==> src/rtl/weight_buf_pkg.sv <==
// Constants and types shared by the weight-buffer loader and read scheduler.
package weight_buf_pkg;

    localparam int unsigned WBRAM_DEPTH = 512;
    localparam int unsigned CH_IN       = 16;
    localparam int unsigned CH_OUT      = 32;

    typedef enum logic [2:0] {
        StIdle,
        StCheck,
        StWaitLoad,
        StRun,
        StDrain,
        StDone
    } wrs_state_e;

    // ceil(n / 2**sh) for group counts
    function automatic logic [15:0] ceil_shift(input logic [15:0] n, input int unsigned sh);
        logic [16:0] sum;
        sum = {1'b0, n} + ((17'd1 << sh) - 17'd1);
        return 16'(sum >> sh);
    endfunction

endpackage

==> src/rtl/wrs_addr_gen.sv <==
// Nested tile/cog/k/cig counters with an incrementally built weight-buffer read depth.
module wrs_addr_gen #(
    parameter int unsigned COWIDTH = 10,
    parameter int unsigned KWIDTH  = 4,
    parameter int unsigned TWIDTH  = 8
) (
    input  logic               clk_i,
    input  logic               rst_i,
    input  logic               clear_i,
    input  logic               en_i,
    input  logic [KWIDTH-1:0]  kk_n_i,
    input  logic [COWIDTH-1:0] cig_n_i,
    input  logic [COWIDTH-1:0] cog_n_i,
    input  logic [TWIDTH-1:0]  tiles_i,
    input  logic [COWIDTH-2:0] stride_k_i,
    input  logic [COWIDTH-2:0] stride_cig_i,
    output logic [COWIDTH-2:0] depth_o,
    output logic               tap_last_o,
    output logic               layer_last_o
);

    localparam int unsigned AW = COWIDTH - 1;

    logic [COWIDTH-1:0] cig_q, cig_d, cog_q, cog_d;
    logic [KWIDTH-1:0]  k_q, k_d;
    logic [TWIDTH-1:0]  tile_q, tile_d;
    logic [AW-1:0]      kofs_q, kofs_d, cofs_q, cofs_d;
    logic               cig_last, k_last, cog_last, tile_last;

    assign cig_last  = (cig_q + COWIDTH'(1)) == cig_n_i;
    assign k_last    = (k_q + KWIDTH'(1)) == kk_n_i;
    assign cog_last  = (cog_q + COWIDTH'(1)) == cog_n_i;
    assign tile_last = (tile_q + TWIDTH'(1)) == tiles_i;

    assign depth_o      = kofs_q + cofs_q + AW'(cog_q);
    assign tap_last_o   = cig_last & k_last;
    assign layer_last_o = cig_last & k_last & cog_last & tile_last;

    // kofs tracks k*stride_k and cofs tracks cig*cog_n, so no multiplier per read
    always_comb begin
        cig_d  = cig_q;
        k_d    = k_q;
        cog_d  = cog_q;
        tile_d = tile_q;
        kofs_d = kofs_q;
        cofs_d = cofs_q;
        if (clear_i) begin
            cig_d  = '0;
            k_d    = '0;
            cog_d  = '0;
            tile_d = '0;
            kofs_d = '0;
            cofs_d = '0;
        end else if (en_i) begin
            if (!cig_last) begin
                cig_d  = cig_q + COWIDTH'(1);
                cofs_d = cofs_q + stride_cig_i;
            end else begin
                cig_d  = '0;
                cofs_d = '0;
                if (!k_last) begin
                    k_d    = k_q + KWIDTH'(1);
                    kofs_d = kofs_q + stride_k_i;
                end else begin
                    k_d    = '0;
                    kofs_d = '0;
                    if (!cog_last) begin
                        cog_d = cog_q + COWIDTH'(1);
                    end else begin
                        cog_d  = '0;
                        tile_d = tile_last ? '0 : tile_q + TWIDTH'(1);
                    end
                end
            end
        end
    end

    always_ff @(posedge clk_i) begin
        if (rst_i) begin
            cig_q  <= '0;
            k_q    <= '0;
            cog_q  <= '0;
            tile_q <= '0;
            kofs_q <= '0;
            cofs_q <= '0;
        end else begin
            cig_q  <= cig_d;
            k_q    <= k_d;
            cog_q  <= cog_d;
            tile_q <= tile_d;
            kofs_q <= kofs_d;
            cofs_q <= cofs_d;
        end
    end

endmodule

==> src/rtl/weight_rd_scheduler.sv <==
// Read-side sequencer for the ping-pong weight buffer: start sync, config check,
// and the RUN/DRAIN/DONE control around the nested address generator.
module weight_rd_scheduler
    import weight_buf_pkg::*;
#(
    parameter int unsigned COWIDTH   = 10,
    parameter int unsigned KWIDTH    = 4,
    parameter int unsigned LITEWIDTH = 32,
    parameter int unsigned TWIDTH    = 8
) (
    input  logic                 I_clk,
    input  logic                 I_rst,
    input  logic                 I_ap_start,
    input  logic [LITEWIDTH-1:0] I_kxk_num,
    input  logic [LITEWIDTH-1:0] I_ci_num,
    input  logic [LITEWIDTH-1:0] I_co_num,
    input  logic [TWIDTH-1:0]    I_tile_num,
    input  logic                 I_load_done,
    input  logic                 I_pe_ready,
    output logic [COWIDTH-2:0]   O_rd_wdepth,
    output logic                 O_rd_dv,
    output logic                 O_last_tap,
    output logic                 O_busy,
    output logic                 O_layer_done,
    output logic                 O_cfg_err
);

    localparam int unsigned AW = COWIDTH - 1;

    wrs_state_e         state_q, state_d;
    logic [2:0]         start_sync_q;
    logic               start_rise;
    logic [KWIDTH-1:0]  kk_n_q;
    logic [COWIDTH-1:0] cig_n_q, cog_n_q;
    logic [TWIDTH-1:0]  tiles_q;
    logic [AW-1:0]      stride_k_q;
    logic               cfg_err_q, cfg_err_d;
    logic               rd_dv_q, last_tap_q;
    logic               cfg_latch, stride_ld, issue, layer_done;
    logic               tap_last, layer_last;
    logic [31:0]        pair, prod;
    logic               cfg_bad;
    logic               unused_cfg;

    assign unused_cfg = ^{I_kxk_num[LITEWIDTH-1:KWIDTH], I_ci_num[LITEWIDTH-1:COWIDTH],
                          I_co_num[LITEWIDTH-1:COWIDTH]};

    // bits [1:0] are the two-stage sync, bit [2] the edge history
    assign start_rise = start_sync_q[1] & ~start_sync_q[2];

    assign pair    = 32'(cig_n_q) * 32'(cog_n_q);
    assign prod    = pair * 32'(kk_n_q);
    assign cfg_bad = (kk_n_q == '0) || (cig_n_q == '0) || (cog_n_q == '0) ||
                     (tiles_q == '0) || (prod > 32'(WBRAM_DEPTH));

    always_comb begin
        state_d    = state_q;
        cfg_err_d  = cfg_err_q;
        cfg_latch  = 1'b0;
        stride_ld  = 1'b0;
        issue      = 1'b0;
        layer_done = 1'b0;
        unique case (state_q)
            StIdle: begin
                if (start_rise) begin
                    cfg_latch = 1'b1;
                    cfg_err_d = 1'b0;
                    state_d   = StCheck;
                end
            end
            StCheck: begin
                stride_ld = 1'b1;
                if (cfg_bad) begin
                    cfg_err_d = 1'b1;
                    state_d   = StDone;
                end else begin
                    state_d = StWaitLoad;
                end
            end
            StWaitLoad: begin
                if (I_load_done) state_d = StRun;
            end
            StRun: begin
                if (I_pe_ready) begin
                    issue = 1'b1;
                    if (layer_last) state_d = StDrain;
                end
            end
            StDrain: state_d = StDone;
            StDone: begin
                layer_done = 1'b1;
                state_d    = StIdle;
            end
            default: state_d = StIdle;
        endcase
    end

    always_ff @(posedge I_clk) begin
        if (I_rst) begin
            state_q      <= StIdle;
            start_sync_q <= '0;
            kk_n_q       <= '0;
            cig_n_q      <= '0;
            cog_n_q      <= '0;
            tiles_q      <= '0;
            stride_k_q   <= '0;
            cfg_err_q    <= 1'b0;
            rd_dv_q      <= 1'b0;
            last_tap_q   <= 1'b0;
        end else begin
            state_q      <= state_d;
            start_sync_q <= {start_sync_q[1:0], I_ap_start};
            cfg_err_q    <= cfg_err_d;
            rd_dv_q      <= issue;
            last_tap_q   <= issue & tap_last;
            if (cfg_latch) begin
                kk_n_q  <= I_kxk_num[KWIDTH-1:0];
                cig_n_q <= COWIDTH'(ceil_shift(16'(I_ci_num[COWIDTH-1:0]), $clog2(CH_IN)));
                cog_n_q <= COWIDTH'(ceil_shift(16'(I_co_num[COWIDTH-1:0]), $clog2(CH_OUT)));
                tiles_q <= I_tile_num;
            end
            if (stride_ld) stride_k_q <= AW'(pair);
        end
    end

    wrs_addr_gen #(
        .COWIDTH (COWIDTH),
        .KWIDTH  (KWIDTH),
        .TWIDTH  (TWIDTH)
    ) u_addr_gen (
        .clk_i        (I_clk),
        .rst_i        (I_rst),
        .clear_i      (cfg_latch),
        .en_i         (issue),
        .kk_n_i       (kk_n_q),
        .cig_n_i      (cig_n_q),
        .cog_n_i      (cog_n_q),
        .tiles_i      (tiles_q),
        .stride_k_i   (stride_k_q),
        .stride_cig_i (AW'(cog_n_q)),
        .depth_o      (O_rd_wdepth),
        .tap_last_o   (tap_last),
        .layer_last_o (layer_last)
    );

    assign O_rd_dv      = rd_dv_q;
    assign O_last_tap   = last_tap_q;
    assign O_busy       = (state_q != StIdle);
    assign O_layer_done = layer_done;
    assign O_cfg_err    = cfg_err_q;

endmodule

==> config.mk <==
export PLATFORM = sky130hd
export DESIGN_NAME = weight_rd_scheduler
export DESIGN_NICKNAME = d
export VERILOG_FILES = /design/src/rtl/weight_buf_pkg.sv /design/src/rtl/wrs_addr_gen.sv /design/src/rtl/weight_rd_scheduler.sv
export SDC_FILE = /design/constraint.sdc
export NUM_CORES = 1
export LEC_CHECK = 0
export ABC_AREA = 1
export BUFFER_PORTS_ARGS = -buffer_cell sky130_fd_sc_hd__buf_2
export CAP_MARGIN = 0
export CORE_UTILIZATION = 38
export CTS_CLUSTER_SIZE = 24
export DETAILED_ROUTE_END_ITERATION = 8
export GPL_TIMING_DRIVEN = 0
export MAX_ROUTING_LAYER = met4
export SLEW_MARGIN = 20
export SYNTH_ARGS = -nofsm -noshare
export SYNTH_HDL_FRONTEND = slang
export SYNTH_SLANG_ARGS = --single-unit
export TNS_END_PERCENT = 100
==> constraint.sdc <==
create_clock -name I_clk -period 7.1 [get_ports I_clk]
set_input_delay 0.355 -clock I_clk [delete_from_list [all_inputs] [get_ports I_clk]]
set_output_delay 0.355 -clock I_clk [all_outputs]
set_load 0.05 [all_outputs]
# After elaboration in Yosys (flattened, before gate mapping)
# Index checks and enable logic that the tools add are counted.
[classes] order_cmp=1 n_mux=21 mul=2 n_bitwise=6 n_reduce_logical=17 eq_ne=14 addsub=10
[op_table] op="adder 9 bit" count=4
[op_table] op="> comparator 24 x 10 -> 1 bit, second input constant" count=1
[op_table] op="multiplier 20 x 4 -> 24 bit" count=1
[op_table] op="adder 10 x 1 -> 10 bit, second input constant" count=2
[op_table] op="equality test 10 bit" count=2
[op_table] op="zero test 10 bit" count=2
[op_table] op="multiplier 10 x 10 -> 20 bit" count=1
[op_table] op="two-way mux 10 bit" count=2
[op_table] op="two-way mux 9 bit" count=2
[op_table] op="two-way mux 3 bit" count=5
[op_table] op="one-hot mux 3 bit (5 select lines)" count=1
[op_table] op="adder 10 x 4 -> 11 bit, second input constant" count=1
[op_table] op="adder 10 x 5 -> 11 bit, second input constant" count=1
[op_table] op="inequality test 2 bit, second input constant" count=5
[op_table] op="adder 8 x 1 -> 8 bit, second input constant" count=1
[op_table] op="equality test 8 bit" count=1
[op_table] op="zero test 8 bit" count=1
[op_table] op="two-way mux 1 bit" count=8
[op_table] op="two-way mux 8 bit" count=1
[op_table] op="AND reduction 4 bit" count=2
[op_table] op="equality test 3 x 2 -> 1 bit, second input constant" count=2
[op_table] op="equality test 3 bit, second input constant" count=2
[op_table] op="AND reduction 3 bit" count=2
[op_table] op="AND 1 bit" count=5
[op_table] op="13 further kinds" count=16
[word_totals] input_bits=109 reg_bits=100 elab_cells=87

# Longest topological paths before layout
[logic_depth] word_depth=8 mapped_depth=41 depth_no_buf=40

# Modules after synthesis
# A second synthesis with hierarchy kept.
[unflattened] hier_cells=1566 area_unflattened_um2=10039.6
[by_module_without_submodules] mod="weight_rd_scheduler" seq_area_each_um2=860.8 area_each_um2=5584.1 n_inst=1 cells_each=851
[by_module_without_submodules] mod="wrs_addr_gen" seq_area_each_um2=1001.0 area_each_um2=4455.5 n_inst=1 cells_each=715

# Worst setup path before layout
# No wires, ideal clock.
[synth_path] path_kind="reg-to-reg" from="register cog_n_q[1]" to="register state_q[0]" required_time_ns=6.968 path_buffers=1 setup_ns=0.132 path_slack_ns=-0.035 arrival_time_ns=7.002 stages_incl_launch_ff=36 path_cell_list="dfxtp_1 -> clkbuf_1 -> nand2_1 -> fa_1 -> inv_1 -> fa_1 -> ha_1 -> fa_1 -> inv_1 -> fa_1 -> inv_1 -> ha_1 -> a21oi_1 -> o21ai_0 -> a21oi_1 -> o21ai_0 -> xnor2_1 -> nor2_1 -> fa_1 -> inv_1 -> fa_1 -> inv_1 -> ha_1 -> nand2_1 -> nand2_1 -> o21bai_1 -> a21oi_1 -> nand2_1 -> nand2_1 -> nand2_1 -> inv_1 -> nand3_1 -> o21ai_0 -> nand2_1 -> nand2_1 -> a21oi_1"
[synth_via] elab_chain_cells=6
[synth_lines] item="from (decl)" line="weight_rd_scheduler.sv:34" source="logic [COWIDTH-1:0] cig_n_q, cog_n_q;"
[synth_lines] item="from (signal assigned)" line="weight_rd_scheduler.sv:119" source="cog_n_q <= COWIDTH'(ceil_shift(16'(I_co_num[COWIDTH-1:0]), $clog2(CH_OUT)));"
[synth_lines] item="multiplier 10 x 10 -> 20 bit / zero test 10 bit (equally long branches)" line="weight_rd_scheduler.sv:51, weight_rd_scheduler.sv:53"
[synth_lines] item="multiplier 20 x 4 -> 24 bit / logical OR 1 bit (equally long branches)" line="weight_rd_scheduler.sv:52, weight_rd_scheduler.sv:53"
[synth_lines] item="> comparator 24 x 10 -> 1 bit / logical OR 1 bit (equally long branches)" line="weight_rd_scheduler.sv:54, weight_rd_scheduler.sv:53"
[synth_lines] item="logical OR 1 bit" line="weight_rd_scheduler.sv:54" source="(tiles_q == '0) || (prod > 32'(WBRAM_DEPTH));"
[synth_lines] item="two-way mux 3 bit" line="weight_rd_scheduler.sv:73" source="if (cfg_bad) begin"
[synth_lines] item="one-hot mux 3 bit (5 select lines)" line="weight_rd_scheduler.sv:63" source="unique case (state_q)"
[synth_lines] item="to (signal assigned)" line="weight_rd_scheduler.sv:100" source="state_q <= StIdle;"
[synth_lines] item="to (signal assigned)" line="weight_rd_scheduler.sv:111" source="state_q <= state_d;"
[synth_lines] item="to (decl)" line="weight_rd_scheduler.sv:30" source="wrs_state_e state_q, state_d;"
# Several ways; a longest one is shown, not always the timed one.
# A chain may end at the register's enable or synchronous reset.

# Final worst setup path
[layout_path] from="register cog_n_q[3]" to="register state_q[0]"
# The elaborated chain is that of the path after synthesis.

==> summary.md <==
| Metric | Value |
|---|---|
| Top-area cell type share of the netlist area | 19.8% |
| Hold_buf cts | 0 |
| First-pass GRT wire length | a little over 40000 um |
| Crit-path max FO | 5 |
| Synth area leader | dfxtp_1 |
| Worst-case reg-to-reg path depth | 35 |
| WL/cell | ~14 um |
| #FFs+latches synth | 93 |
| FF-to-FF Start | cog_n_q[3]$_SDFFE_PP0P_ |
| Slowest stage delay, CP | 560 ps |
| Sequential fraction of the synthesis area | 19.8% |
| Tightest Pin Transition | 810 ps |
| Clock skew | 9.90 ps |
| Crit start category | flip-flop |
| Slowest CP cell | fa_1 |
| Power Dens Cells | 118 nW/um2 |
| Total number of vias | 8809 |
| Die width | between 150 and 200 um |
| Utilization after layout | roughly 45% |
| P_leak | 0.00555 uW |
| Die area | 25400 um2 |
| Number of port buffers | 50 |
| Post-Syn Nets | 1646 |
| Clock transition at path regs | 80 ps |
| Post-synth EDFFs | 0 |
| # diodes | 0 |
| Placed cell count | 1765 |
| DR pass1 iterations | 5 |
| TritonCTS buffer count | 9 |
| Peak VDD IR | 0.000133 V |
| Most used cell, CP | fa_1 |
| Routed Antenna Nets | 0 |
| Hold crit path type | in -> reg |
| RSZ-0062 raised after global routing | yes |
| Synth unique cells | 46 |
| Antenna violations before repair | 0 |
| Final Critical Period | between 6000 and 7000 ps |
| Die Y | 159 um |
| I/O pins | about 120 |
| Cell count after synthesis | 1391 |
| Vias in the first global route | 8342 |
| Gr ovfl total | 0 |
| RD Place Congestion | 0.871 |
| Initial Util | about two fifths |
| Vias per cell | 4.89 |
| Mapped cell area | roughly 9400 um2 |
| # DRC | 0 |
| Crit path DAT | 7090 ps |
| Net count, final | 1729 |
| Site Rows | 57 |
| Async SR Flop Fraction | 0% |
| Outcome | complete, no violations |
| Critical path destination | state_q[0]$_SDFFE_PP0P_ |
| Share of post-route cells with drive strength above 1 | 17.2% |
| Placed cell area | a little over 10000 um2 |
| Most used DFF post-synth | dfxtp_1 |
| Critical Path Sink Type | flip-flop |
| Non-Filler Instances | 1803 |
| CTS tree | done |
| CP Launch Point | cog_n_q[3]$_SDFFE_PP0P_ |
| Fill cells | 2470 |
| Largest net degree at the start of global routing | 18 |
| Final wirelength | roughly 25000 um |
| Overall Global Routing Usage | approximately a fifth |
| Clk root buf | clkbuf_16 |
| Core Area | 24300 um2 |
| Syn. warnings | 0 |
| CTS sink cnt | 93 |
| FF-to-FF End | state_q[0]$_SDFFE_PP0P_ |
| Initial DRC count | 550 |
| Clock latency at the later pin of the worst-skew pair | around 370 ps |
| Post-Syn Area per Cell | a little under 7 um2 |
| Synth cell count leaders | nand2_1 (318), inv_1 (255), nor2_1 (131) |
| Tcrit/Tclk final | 96.8% |
| Most frequent cell after synthesis | nand2_1 |
| Synthesis-to-layout area growth | 17.2% |
| Final Slew Violations | 0 |
| H-tree depth | 3 |
| Fmax | 0.145 GHz |
| R2r setup slk | 220 ps |
| Dominant cells by area after synthesis | dfxtp_1 (20%), nand2_1 (13%), ha_1 (12%), fa_1 (12%), inv_1 (10%) |
| Max Cap Viol | 0 |
| Setup CP Type | reg -> reg |
| Cell area after layout | 11000 um2 |
| Final Hold Vio Count | 0 |
| Clock buffer depth | 2 |
| Req. time, crit path | 7310 ps |
| Slew headroom | 45.7% |
| Final Setup Violations | 0 |
| Post-DP HPWL | 19800 um |
==> through the flow <==
step / setup WS, ps / hold slack, ps / power, uW / TNS (ps)
6_report: 224 / 196 / 1300 / 0
3_5_place_dp: -935 / 396 / 751 / -3440
5_1_grt: -119 / 206 / 1350 / -310
2_1_floorplan: 30.0 / 388 / 688 / 0
4_1_cts: 0.402 / 189 / 1300 / 0
3_3_place_gp: -944 / 391 / 749 / -3500
==> worst max-delay path, delay by kind of cell (launching register included) <==
family	cells	cell delay, ps
AOI/OAI and AO/OA	7	780
xor gates and xnor gates	1	220
adders and majority gates	9	3870
buffers and inverters	7	530
DFF	1	420
and+or+nand+nor	11	890
==> cell families (layout without fill, tap and decap cells) <==
kind of cell	count (synthesis)	in the layout	synth area share, %
buffers and inverters	305	393	12.4
and+or+nand+nor	628	628	29.4
DFF	93	93	19.8
AOI/OAI and AO/OA	173	173	10.3
adders and majority gates	146	146	23.8
xor gates and xnor gates	46	46	4.28
==> flip-flops by register name, summed over array words and instances, names as in the netlist <==
name               count
O_cfg_err              1
O_last_tap             1
O_rd_dv                1
cig_n_q                7
cog_n_q                6
kk_n_q                 4
start_sync_q           3
state_q                3
stride_k_q             9
tiles_q                8
u_addr_gen.cig_q      10
u_addr_gen.cofs_q      9
u_addr_gen.cog_q      10
u_addr_gen.k_q         4
u_addr_gen.kofs_q      9
u_addr_gen.tile_q      8
==> per-layer routing <==
metal  routed length, um  vias up  track usage (%)
li1                    -     4541                -
met1               11900     4064             27.5
met2               11500      188             33.4
met3                1160       16             2.92
met4                 176        0             3.63
met5                   0        -                -
==> timing repair <==
action,in CTS,in global routing
pin swaps,23,52
setup endpoints to repair,4,4
buffers inserted,11,17
gates cloned,0,0
gates resized for setup,47,83
==> layout by cell type (no fill, tap or decap), types with 27 or more instances in the layout <==
master     n
o21ai_0   53
nor2_1   119
ha_1      77
nand2_1  305
fa_1      55
a21oi_1   58
dfxtp_1   87
xor2_1    28
inv_2     27
buf_4     27
buf_2     57
nand3_1   89
inv_1    240
==> final cells by class <==
type                            count  area, um2  area share [%]
Clock buffer                        9        225            2.04
Inverter                          269       1010            9.16
Buffer                             30        156            1.42
Clock inverter                      7        104           0.940
Multi-Input combinational cell    993       6790            61.5
Tap cell                          324        405            3.67
Timing Repair Buffer               78        473            4.28
Sequential cell                    93       1880            17.0
==> where the power goes <==
part           switching (uW)  total, uW  internal, uW
Combinational             125        189          64.0
Clock                     236        550           314
Sequential               19.6        561           541
==> how the worst min path moves through the flow <==
stage | cells after the start | startpoint | slack, ps | to
CTS | 3 | I_ap_start | 190 | start_sync_q[0]$_SDFF_PP0_
finish | 3 | I_ap_start | 200 | start_sync_q[0]$_SDFF_PP0_
global route | 3 | I_ap_start | 210 | start_sync_q[0]$_SDFF_PP0_
global placement | 2 | start_sync_q[0]$_SDFF_PP0_ | 390 | start_sync_q[1]$_SDFF_PP0_
floorplan | 2 | start_sync_q[0]$_SDFF_PP0_ | 390 | start_sync_q[1]$_SDFF_PP0_
detailed placement | 2 | start_sync_q[0]$_SDFF_PP0_ | 400 | start_sync_q[1]$_SDFF_PP0_
Power figures use the tool's default switching activity.
